## src/rtl/gyro_spi_reader.sv

```systemverilog
`default_nettype none
// ============================================================================
//  Module      : gyro_spi_reader
//  Description : Periodic SPI (mode 0) master that burst-reads the three gyro
//                rate registers of the IMU, estimates a power-up bias over the
//                first 2^CAL_LOG2 frames, then emits bias-corrected, saturated
//                signed 16-bit rates to the integration stage.
//  Ports       : clk_100mhz      system clock, rising edge
//                rst_in          synchronous active-high reset
//                miso_in         IMU serial data out
//                sclk_out        SPI clock, idle low
//                mosi_out        SPI data to IMU
//                cs_n_out        IMU chip select, active low
//                gx, gy, gz      bias-corrected signed rates
//                valid_out       one-cycle pulse, gx/gy/gz updated
//                calibrated_out  level, bias estimate complete
//                overrun_out     sticky, a sample tick was dropped
//  Revision    : 1.0  initial release
// ============================================================================
module gyro_spi_reader #(
  parameter int         CLK_DIV       = 50,
  parameter int         SAMPLE_PERIOD = 100000,
  parameter logic [6:0] GYRO_ADDR     = 7'h43,
  parameter int         CAL_LOG2      = 8
) (
  input  logic               clk_100mhz,
  input  logic               rst_in,
  input  logic               miso_in,
  output logic               sclk_out,
  output logic               mosi_out,
  output logic               cs_n_out,
  output logic signed [15:0] gx,
  output logic signed [15:0] gy,
  output logic signed [15:0] gz,
  output logic               valid_out,
  output logic               calibrated_out,
  output logic               overrun_out
);

  localparam int c_timer_w = $clog2(SAMPLE_PERIOD + 1);
  localparam int c_div_w   = $clog2(CLK_DIV + 1);
  localparam int c_acc_w   = 16 + CAL_LOG2;
  localparam int c_cal_w   = CAL_LOG2 + 1;
  localparam int c_cal_n   = 1 << CAL_LOG2;

  typedef enum logic [2:0] {
    IDLE     = 3'd0,
    CS_SETUP = 3'd1,
    SHIFT    = 3'd2,
    CS_HOLD  = 3'd3,
    UPDATE   = 3'd4
  } state_t;

  state_t                     r_state, w_state_next;
  logic   [c_timer_w-1:0]     r_timer;
  logic   [c_div_w-1:0]       r_div;
  logic   [5:0]               r_bit;
  logic                       r_sclk;
  logic                       r_cs_n;
  logic   [7:0]               r_tx;
  logic   [47:0]              r_rx;
  logic   [c_cal_w-1:0]       r_cal_cnt;
  logic                       r_calibrated;
  logic                       r_valid;
  logic                       r_overrun;
  logic signed [c_acc_w-1:0]  r_acc  [3];
  logic signed [15:0]         r_bias [3];
  logic signed [15:0]         r_out  [3];

  logic                       w_tick, w_div_done;
  logic                       w_load, w_rise, w_fall, w_enter_update;
  logic signed [15:0]         w_raw     [3];
  logic signed [c_acc_w-1:0]  w_acc_sum [3];
  logic signed [16:0]         w_diff    [3];
  logic signed [15:0]         w_sat     [3];

  assign w_tick     = (r_timer == c_timer_w'(SAMPLE_PERIOD - 1));
  assign w_div_done = (r_div == c_div_w'(CLK_DIV - 1));

  // Free-running sample timer, independent of the FSM so ticks stay periodic.
  always_ff @(posedge clk_100mhz) begin
    if (rst_in || w_tick) r_timer <= '0;
    else                  r_timer <= r_timer + c_timer_w'(1);
  end

  always_ff @(posedge clk_100mhz) begin
    if (rst_in) r_state <= IDLE;
    else        r_state <= w_state_next;
  end

  // SHIFT holds 111 half-periods (high, low, ..., high). The falling edge after
  // the 56th rising edge enters CS_HOLD, whose low half doubles as the last
  // SCLK low phase, so CS_SETUP + SHIFT + CS_HOLD spans 113 half-periods.
  always_comb begin
    w_state_next   = r_state;
    w_load         = 1'b0;
    w_rise         = 1'b0;
    w_fall         = 1'b0;
    w_enter_update = 1'b0;
    case (r_state)
      IDLE: begin
        if (w_tick) begin
          w_state_next = CS_SETUP;
          w_load       = 1'b1;
        end
      end
      CS_SETUP: begin
        if (w_div_done) begin
          w_state_next = SHIFT;
          w_rise       = 1'b1;
        end
      end
      SHIFT: begin
        if (w_div_done) begin
          if (r_sclk) begin
            w_fall = 1'b1;
            if (r_bit == 6'd55) w_state_next = CS_HOLD;
          end else begin
            w_rise = 1'b1;
          end
        end
      end
      CS_HOLD: begin
        if (w_div_done) begin
          w_state_next   = UPDATE;
          w_enter_update = 1'b1;
        end
      end
      UPDATE:  w_state_next = IDLE;
      default: w_state_next = IDLE;
    endcase
  end

  // SPI datapath. Only the command byte carries data on MOSI; zeros follow.
  // The receive register keeps the last 48 sampled bits, which drops byte 0.
  always_ff @(posedge clk_100mhz) begin
    if (rst_in) begin
      r_div  <= '0;
      r_bit  <= '0;
      r_sclk <= 1'b0;
      r_cs_n <= 1'b1;
      r_tx   <= '0;
      r_rx   <= '0;
    end else begin
      if (w_div_done || r_state == IDLE || r_state == UPDATE) r_div <= '0;
      else                                                    r_div <= r_div + c_div_w'(1);
      if (w_rise) begin
        r_sclk <= 1'b1;
        r_rx   <= {r_rx[46:0], miso_in};
      end
      if (w_fall) begin
        r_sclk <= 1'b0;
        r_tx   <= {r_tx[6:0], 1'b0};
        r_bit  <= r_bit + 6'd1;
      end
      if (w_load) begin
        r_tx  <= {1'b1, GYRO_ADDR};
        r_bit <= '0;
      end
      r_cs_n <= !(w_state_next == CS_SETUP || w_state_next == SHIFT ||
                  w_state_next == CS_HOLD);
    end
  end

  // Per-axis arithmetic: raw order in the burst is X, Y, Z (high byte first).
  // Saturation: a 17-bit difference overflows 16 bits when its top two bits differ.
  always_comb begin
    for (int i = 0; i < 3; i++) begin
      w_raw[i]     = r_rx[47 - 16*i -: 16];
      w_acc_sum[i] = r_acc[i] + c_acc_w'(w_raw[i]);
      w_diff[i]    = 17'(w_raw[i]) - 17'(r_bias[i]);
      if (w_diff[i][16] != w_diff[i][15]) w_sat[i] = w_diff[i][16] ? 16'sh8000 : 16'sh7FFF;
      else                                w_sat[i] = w_diff[i][15:0];
    end
  end

  // Results are registered on the edge entering UPDATE so they appear in the
  // same cycle as the chip-select release.
  always_ff @(posedge clk_100mhz) begin
    if (rst_in) begin
      r_cal_cnt    <= '0;
      r_calibrated <= 1'b0;
      r_valid      <= 1'b0;
      r_overrun    <= 1'b0;
      for (int i = 0; i < 3; i++) begin
        r_acc[i]  <= '0;
        r_bias[i] <= '0;
        r_out[i]  <= '0;
      end
    end else begin
      r_valid <= 1'b0;
      if (w_tick && r_state != IDLE) r_overrun <= 1'b1;
      if (w_enter_update) begin
        if (!r_calibrated) begin
          r_cal_cnt <= r_cal_cnt + c_cal_w'(1);
          for (int i = 0; i < 3; i++) r_acc[i] <= w_acc_sum[i];
          if (r_cal_cnt == c_cal_w'(c_cal_n - 1)) begin
            r_calibrated <= 1'b1;
            for (int i = 0; i < 3; i++) r_bias[i] <= 16'(w_acc_sum[i] >>> CAL_LOG2);
          end
        end else begin
          r_valid <= 1'b1;
          for (int i = 0; i < 3; i++) r_out[i] <= w_sat[i];
        end
      end
    end
  end

  assign sclk_out       = r_sclk;
  assign mosi_out       = r_tx[7];
  assign cs_n_out       = r_cs_n;
  assign gx             = r_out[0];
  assign gy             = r_out[1];
  assign gz             = r_out[2];
  assign valid_out      = r_valid;
  assign calibrated_out = r_calibrated;
  assign overrun_out    = r_overrun;

endmodule
`default_nettype wire

```

## config.mk

```make
export PLATFORM = sky130hd
export DESIGN_NAME = gyro_spi_reader
export DESIGN_NICKNAME = d
export VERILOG_FILES = /design/src/rtl/gyro_spi_reader.sv
export SDC_FILE = /design/constraint.sdc
export NUM_CORES = 1
export LEC_CHECK = 0
export CORE_UTILIZATION = 60
export DETAILED_ROUTE_END_ITERATION = 12
export PLACE_DENSITY = 0.86
export SKIP_LAST_GASP = 1
export SYNTH_ARGS = -nofsm -noshare
export SYNTH_HDL_FRONTEND = slang
export SYNTH_SLANG_ARGS = --single-unit
```

## constraint.sdc

```tcl
create_clock -name clk_100mhz -period 5.6 [get_ports clk_100mhz]
set_input_delay 1.12 -clock clk_100mhz [delete_from_list [all_inputs] [get_ports clk_100mhz]]
set_output_delay 1.12 -clock clk_100mhz [all_outputs]
set_load 0.03 [all_outputs]
```

* After elaboration in Yosys (flattened, before gate mapping)
Memories as Yosys holds them, arrays and structs flattened.
Index checks and enable logic that the tools add are counted.
** Word-level totals
- Memory bits (writable) :: 168
- Memories kept :: 3
- Register bits :: 102
- Latch bits :: 0
- Output and inout port bits :: 54
- Logic and storage cells :: 114
- Bits in read-only memories :: 0
** Memory list
- r_acc :: depth 3, bits a word 24, rd ports 3, clocked after Yosys merged registers in 0, wr ports 3, RTL line 66 : logic signed [c_acc_w-1:0] r_acc [3];
- r_bias :: depth 3, bits a word 16, rd ports 3, clocked after Yosys merged registers in 0, wr ports 3, RTL line 67 : logic signed [15:0] r_bias [3];
- r_out :: depth 3, bits a word 16, rd ports 3, clocked after Yosys merged registers in 0, wr ports 3, RTL line 68 : logic signed [15:0] r_out [3];
** Operators by class
- Eq/ne operators :: 14
- Muxes and demuxes :: 50
- Shifts and indexed selects :: 0
- Div/mod/pow operators :: 0
- Order comparisons :: 0
- Reductions and logical operators :: 14
- $add $sub $neg :: 10
- Multipliers :: 0
- Bitwise gates (word level) :: 10
** Operator list (number)
- $mux W16 :: 12
- $add A24 B16 Y24 :: 3
- $mux W24 :: 3
- $sub A16 B16 Y17 :: 3
- $mux W1 :: 25
- $mux W3 :: 6
- $add A17 B1 Y17 const B :: 1
- $eq A17 B17 Y1 const B :: 1
- $mux W8 :: 2
- $add A6 B1 Y6 const B :: 2
- $eq A3 B2 Y1 const B :: 4
- $eq A6 B6 Y1 const B :: 2
- $pmux W3 S4 :: 1
- $add A9 B1 Y9 const B :: 1
- $eq A9 B8 Y1 const B :: 1
- $or A1 B1 Y1 :: 9
- $eq A3 B1 Y1 const B :: 2
- $reduce_or A2 Y1 :: 3
- $logic_or A1 B1 Y1 :: 5
- $eq A3 B3 Y1 const B :: 1
- $logic_not A3 Y1 :: 1
- $ne A1 B1 Y1 :: 3
- $reduce_bool A3 Y1 :: 1
- $pmux W1 S2 :: 1
- other kinds (5) :: 5

* Longest topological paths before layout
- Depth after elaboration :: 9
- Gate-level depth with buffers :: 14

* Worst setup path before layout
No wires, ideal clock.
- Kind :: in2reg
- From :: input port rst_in
- To :: memory r_bias[0][0] (enable)
- Buffers on the path :: 2
- Arrival :: 2679 ps
- Setup time :: 404 ps
- Stages on the path :: 3
- Data required time :: 5196 ps
- Slack :: 2517 ps
- Cell sequence :: clkbuf_1 > clkbuf_1 > a21o_1
** RTL lines
- from (decl) :: RTL line 27 : input logic rst_in,
- to (decl) :: RTL line 67

==> implementation parameters <==
Parameter                              Value

Run status
  Result of the run    finished, final reports clean

Critical path
  Arrival @ worst endpoint    3.99 ns
  Critical Path RT    5.84 ns
  Worst Setup Start Kind    flip-flop
  Worst setup path class    reg2reg
  Max Fanout on Critical Path    11
  Endpoint class of the critical path    flip-flop

Finish
  Post-route design area    17400 um^2
  Storage cell area    between 7000 and 8000 um^2
  Final core area utilization    68.5%
  Antenna diode instance count    0
  Number of fill cells in the layout    1873
  Fraction of final layout cells with drive strength greater than 1    5.83%
  Combined area of the multi-input logic cells    8040 um^2
  Number of cells in the finished layout apart from fillers    2012
  Area Growth Syn to Fin    11.0%
  Final #Nets    1792

Synth
  Cell variety after synth    81
  Post-synthesis cell count    1623
  Average cell area after synthesis    9.65 um^2
  Register bit count reported by yosys    270
  Fraction of registers with async set or reset after synthesis    0%
  Share of the synthesized area in the top cell type    between 30% and 40%
  Largest cells by area after synthesis    sky130_fd_sc_hd__edfxtp_1 (32%), sky130_fd_sc_hd__dfxtp_1 (13%), sky130_fd_sc_hd__ha_1 (9.8%)
  Largest area contributor in the synthesized netlist    sky130_fd_sc_hd__edfxtp_1
  Yosys warning count    0
  Synthesized Nets    1755
  Commonest register cell after synthesis    sky130_fd_sc_hd__edfxtp_1
  Number of synthesized flops with an enable pin    about 170
  Sequential share of the synthesized area    45.3%
  Mapped cell area    15700 um^2

Route
  Number of detailed-route iterations in the first pass    5
  Antenna-violating nets left    0
  Routed WL per cell    16.5 um
  Vias    11900
  Drt first-iter violations    between 1000 and 1500
  Vias per cell    between 5 and 6
  DRC Markers    0
  Total routed wirelength    about 33000 um

GRT
  Vias in the first global route    approximately 12000
  Gr ovfl total    0
  Aggregate global-route resource usage    25.0%
  Initial antenna violation count    0
  Wire length of the first global-routing pass    54800 um
  Pin count of the biggest net entering global routing    72

Timing
  Slew headroom    20.9%
  Transition time at the pin with the least slew margin    1.19 ns
  Setup repair after global routing missed its margin    no
  Highest clock frequency the design can meet    between 0.2 and 0.3 GHz
  Worst Setup Slack, final    1.85 ns
  Final setup violation count    0
  Fin crit share    about 67%
  Number of pins exceeding their max-slew limit in the final report    0
  Final hold violations    0
  Final min period    3.75 ns
  Worst Hold Margin    0.456 ns
  Final sum of negative setup slack    0 ns
  Clock skew after layout    0.0129 ns

Placement
  Post-DP Area    ~16000 um^2
  Half-perimeter wire length after placement    around 23000 um
  Post-Place Cells    1960
  Routability congestion estimate    between 0.9 and 1
  Worst setup slack after placement    roughly 1.9 ns
  Number of port buffers    56

Clocking
  Count of H-tree levels built during CTS    1
  Clock transition at the registers of the reported paths    0.06 ns
  CTS root buffer    sky130_fd_sc_hd__clkbuf_16
  Clock tree from TritonCTS    built
  Maximum root-to-sink buffer count    3
  Number of setup buffers added after CTS    0
  Clock latency on the worst-skew pair    around 0.55 ns
  Number of gates resized after CTS    0
  CTS sink count    270
  Number of hold-repair buffers added at the cts stage    0
  Number of CTS-inserted buffers    28

Floorplan
  Core region area    25400 um^2
  Total I/O pin count    57
  Die boundary height    ~160 um
  Initial core utilization    approximately 62%
  Std cell rows    58
  X dimension of the die    164 um
  Area enclosed by the die boundary    roughly 27000 um^2

Power
  Int Pwr    ~3.3 mW
  Power consumption    approximately 4.3 mW
  Logic pwr share    5.7%
  Pwr/cell area    245 nW/um^2
  Static power due to leakage    7.14 nW
  IR Drop Worst-Case VDD    0.256 mV
  Net switching power    0.935 mW
  Clock network fraction of total power    a little over two fifths
  Sequential power share    about half
  Switching Share    between 20% and 30%

Hold path
  Class of the tightest hold or removal check    reg2reg

Run
  Number of max-cap violations    0
## layout by cell type, fill, tap and decap left out, drive strengths merged, types with 11 or more instances in the layout
| cell type | n |
|---|---|
| a21o | 72 |
| nand2 | 172 |
| nor3 | 22 |
| mux2i | 13 |
| nand3 | 27 |
| clkdlybuf4s50 | 55 |
| nand4 | 20 |
| dfxtp | 102 |
| clkbuf | 37 |
| a31oi | 13 |
| o21bai | 17 |
| ha | 123 |
| a21oi | 160 |
| inv | 77 |
| edfxtp | 168 |
| xor2 | 60 |
| o21ai | 64 |
| clkinv | 14 |
| and3 | 12 |
| and2 | 15 |
| buf | 11 |
| nor2b | 15 |
| a211oi | 25 |
| nor2 | 215 |
| xnor2 | 71 |
## power groups by stage
| stage | Combinational [mW] | Clock (mW) | Sequential, mW |
|---|---|---|---|
| 2_1_floorplan | 0.147 | 0 | 2.23 |
| 3_3_place_gp | 0.232 | 0 | 2.21 |
| 3_5_place_dp | 0.237 | 0 | 2.21 |
| 4_1_cts | 0.240 | 1.88 | 2.17 |
| 5_1_grt | 0.263 | 1.96 | 2.17 |
| 6_report | 0.242 | 1.86 | 2.17 |
## path summary, 6_finish.rpt
| check | from | end | slack (ns) | depth (start not counted) |
|---|---|---|---|---|
| setup / recovery | r_rx[0]$_SDFFE_PP0P_ | r_out[0][43]$_SDFFCE_PN0P_ | 1.85 | 12 |
| hold / removal | r_div[0]$_SDFF_PP0_ | r_div[0]$_SDFF_PP0_ | 0.46 | 1 |
| hold reg to reg | r_div[0]$_SDFF_PP0_ | r_div[0]$_SDFF_PP0_ | 0.46 | 1 |
| setup reg to reg | r_rx[0]$_SDFFE_PP0P_ | r_out[0][43]$_SDFFCE_PN0P_ | 1.85 | 12 |
## sequential cells by signal (all words and copies together) (netlist names)
name / count
sclk_out: 1
r_rx: 48
cs_n_out: 1
r_state: 3
r_div: 6
overrun_out: 1
r_bias: 48
r_acc: 72
r_tx: 8
calibrated_out: 1
r_out: 48
r_cal_cnt: 9
r_bit: 6
r_timer: 17
valid_out: 1
## critical path, cell delays in order, from the launching register on
cell and delay, ns:
sky130_fd_sc_hd__dfxtp_1 0.34, sky130_fd_sc_hd__inv_1 0.07, sky130_fd_sc_hd__ha_1 0.16, sky130_fd_sc_hd__inv_1 0.05, sky130_fd_sc_hd__fa_1 0.42, sky130_fd_sc_hd__a211oi_1 0.23
sky130_fd_sc_hd__nor2_1 0.10, sky130_fd_sc_hd__o31ai_1 0.26, sky130_fd_sc_hd__a21oi_1 0.20, sky130_fd_sc_hd__a31oi_1 0.51, sky130_fd_sc_hd__nor2_4 0.10, sky130_fd_sc_hd__nor2_1 0.85
sky130_fd_sc_hd__a211oi_2 0.17
## Yosys cell counts, types with 2 or more instances
master / count
sky130_fd_sc_hd__a21oi_2: 3
sky130_fd_sc_hd__a21oi_1: 157
sky130_fd_sc_hd__nor4_1: 3
sky130_fd_sc_hd__inv_1: 76
sky130_fd_sc_hd__and4_1: 4
sky130_fd_sc_hd__o211ai_1: 7
sky130_fd_sc_hd__o31ai_1: 6
sky130_fd_sc_hd__o21a_1: 8
sky130_fd_sc_hd__and3_1: 12
sky130_fd_sc_hd__o21ai_0: 39
sky130_fd_sc_hd__a311oi_1: 2
sky130_fd_sc_hd__nor4b_1: 2
sky130_fd_sc_hd__nor3_1: 21
sky130_fd_sc_hd__o21ai_2: 2
sky130_fd_sc_hd__clkbuf_1: 50
sky130_fd_sc_hd__buf_6: 4
sky130_fd_sc_hd__mux2i_1: 12
sky130_fd_sc_hd__a31oi_1: 12
sky130_fd_sc_hd__a211oi_1: 14
sky130_fd_sc_hd__a21boi_0: 2
sky130_fd_sc_hd__or2_2: 7
sky130_fd_sc_hd__fa_1: 6
sky130_fd_sc_hd__nor2_1: 214
sky130_fd_sc_hd__o21ai_1: 23
sky130_fd_sc_hd__nand2_1: 170
sky130_fd_sc_hd__xnor2_1: 71
sky130_fd_sc_hd__nand4_1: 20
sky130_fd_sc_hd__nand2b_1: 9
sky130_fd_sc_hd__buf_2: 4
sky130_fd_sc_hd__edfxtp_1: 168
sky130_fd_sc_hd__ha_1: 123
sky130_fd_sc_hd__a21o_1: 72
sky130_fd_sc_hd__o21bai_1: 17
sky130_fd_sc_hd__nor2b_1: 15
sky130_fd_sc_hd__a221o_1: 3
sky130_fd_sc_hd__xor2_1: 60
sky130_fd_sc_hd__a41oi_1: 2
sky130_fd_sc_hd__or3_1: 7
sky130_fd_sc_hd__a211oi_2: 11
sky130_fd_sc_hd__and2_1: 15
sky130_fd_sc_hd__nand3_1: 27
sky130_fd_sc_hd__dfxtp_1: 102
sky130_fd_sc_hd__o311a_1: 2
sky130_fd_sc_hd__nand2_2: 2
## area by class of cell
type / count / share of cell area [%]
flip-flops and latches: 270 / 40.8
clock buffers: 37 / 4.64
multi-input cells: 1216 / 46.2
well taps: 330 / 2.37
clock inverters: 15 / 0.676
inverters: 78 / 1.68
repair buffers: 66 / 3.63
## metal layers
layer | vias up | part of all wire [%] | GRT usage [%]
met5 | - | 0 | 0
met4 | 0 | 3.0 | 8.25
met3 | 81 | 5.0 | 3.15
met2 | 334 | 49 | 43.9
met1 | 5677 | 43 | 31.9
li1 | 5840 | - | -
## cell families (layout without fill, tap and decap cells)
| kind of cell | after synthesis | in the layout | synth area share [%] |
|---|---|---|---|
| fa+ha+maj | 130 | 130 | 10.7 |
| xor+xnor | 131 | 131 | 7.33 |
| compound gates | 405 | 405 | 17.1 |
| mux | 13 | 13 | 0.855 |
| flops | 270 | 270 | 45.3 |
| simple gates | 537 | 537 | 15.3 |
| buf+inv | 137 | 196 | 3.53 |
Power figures use the tool's default switching activity.
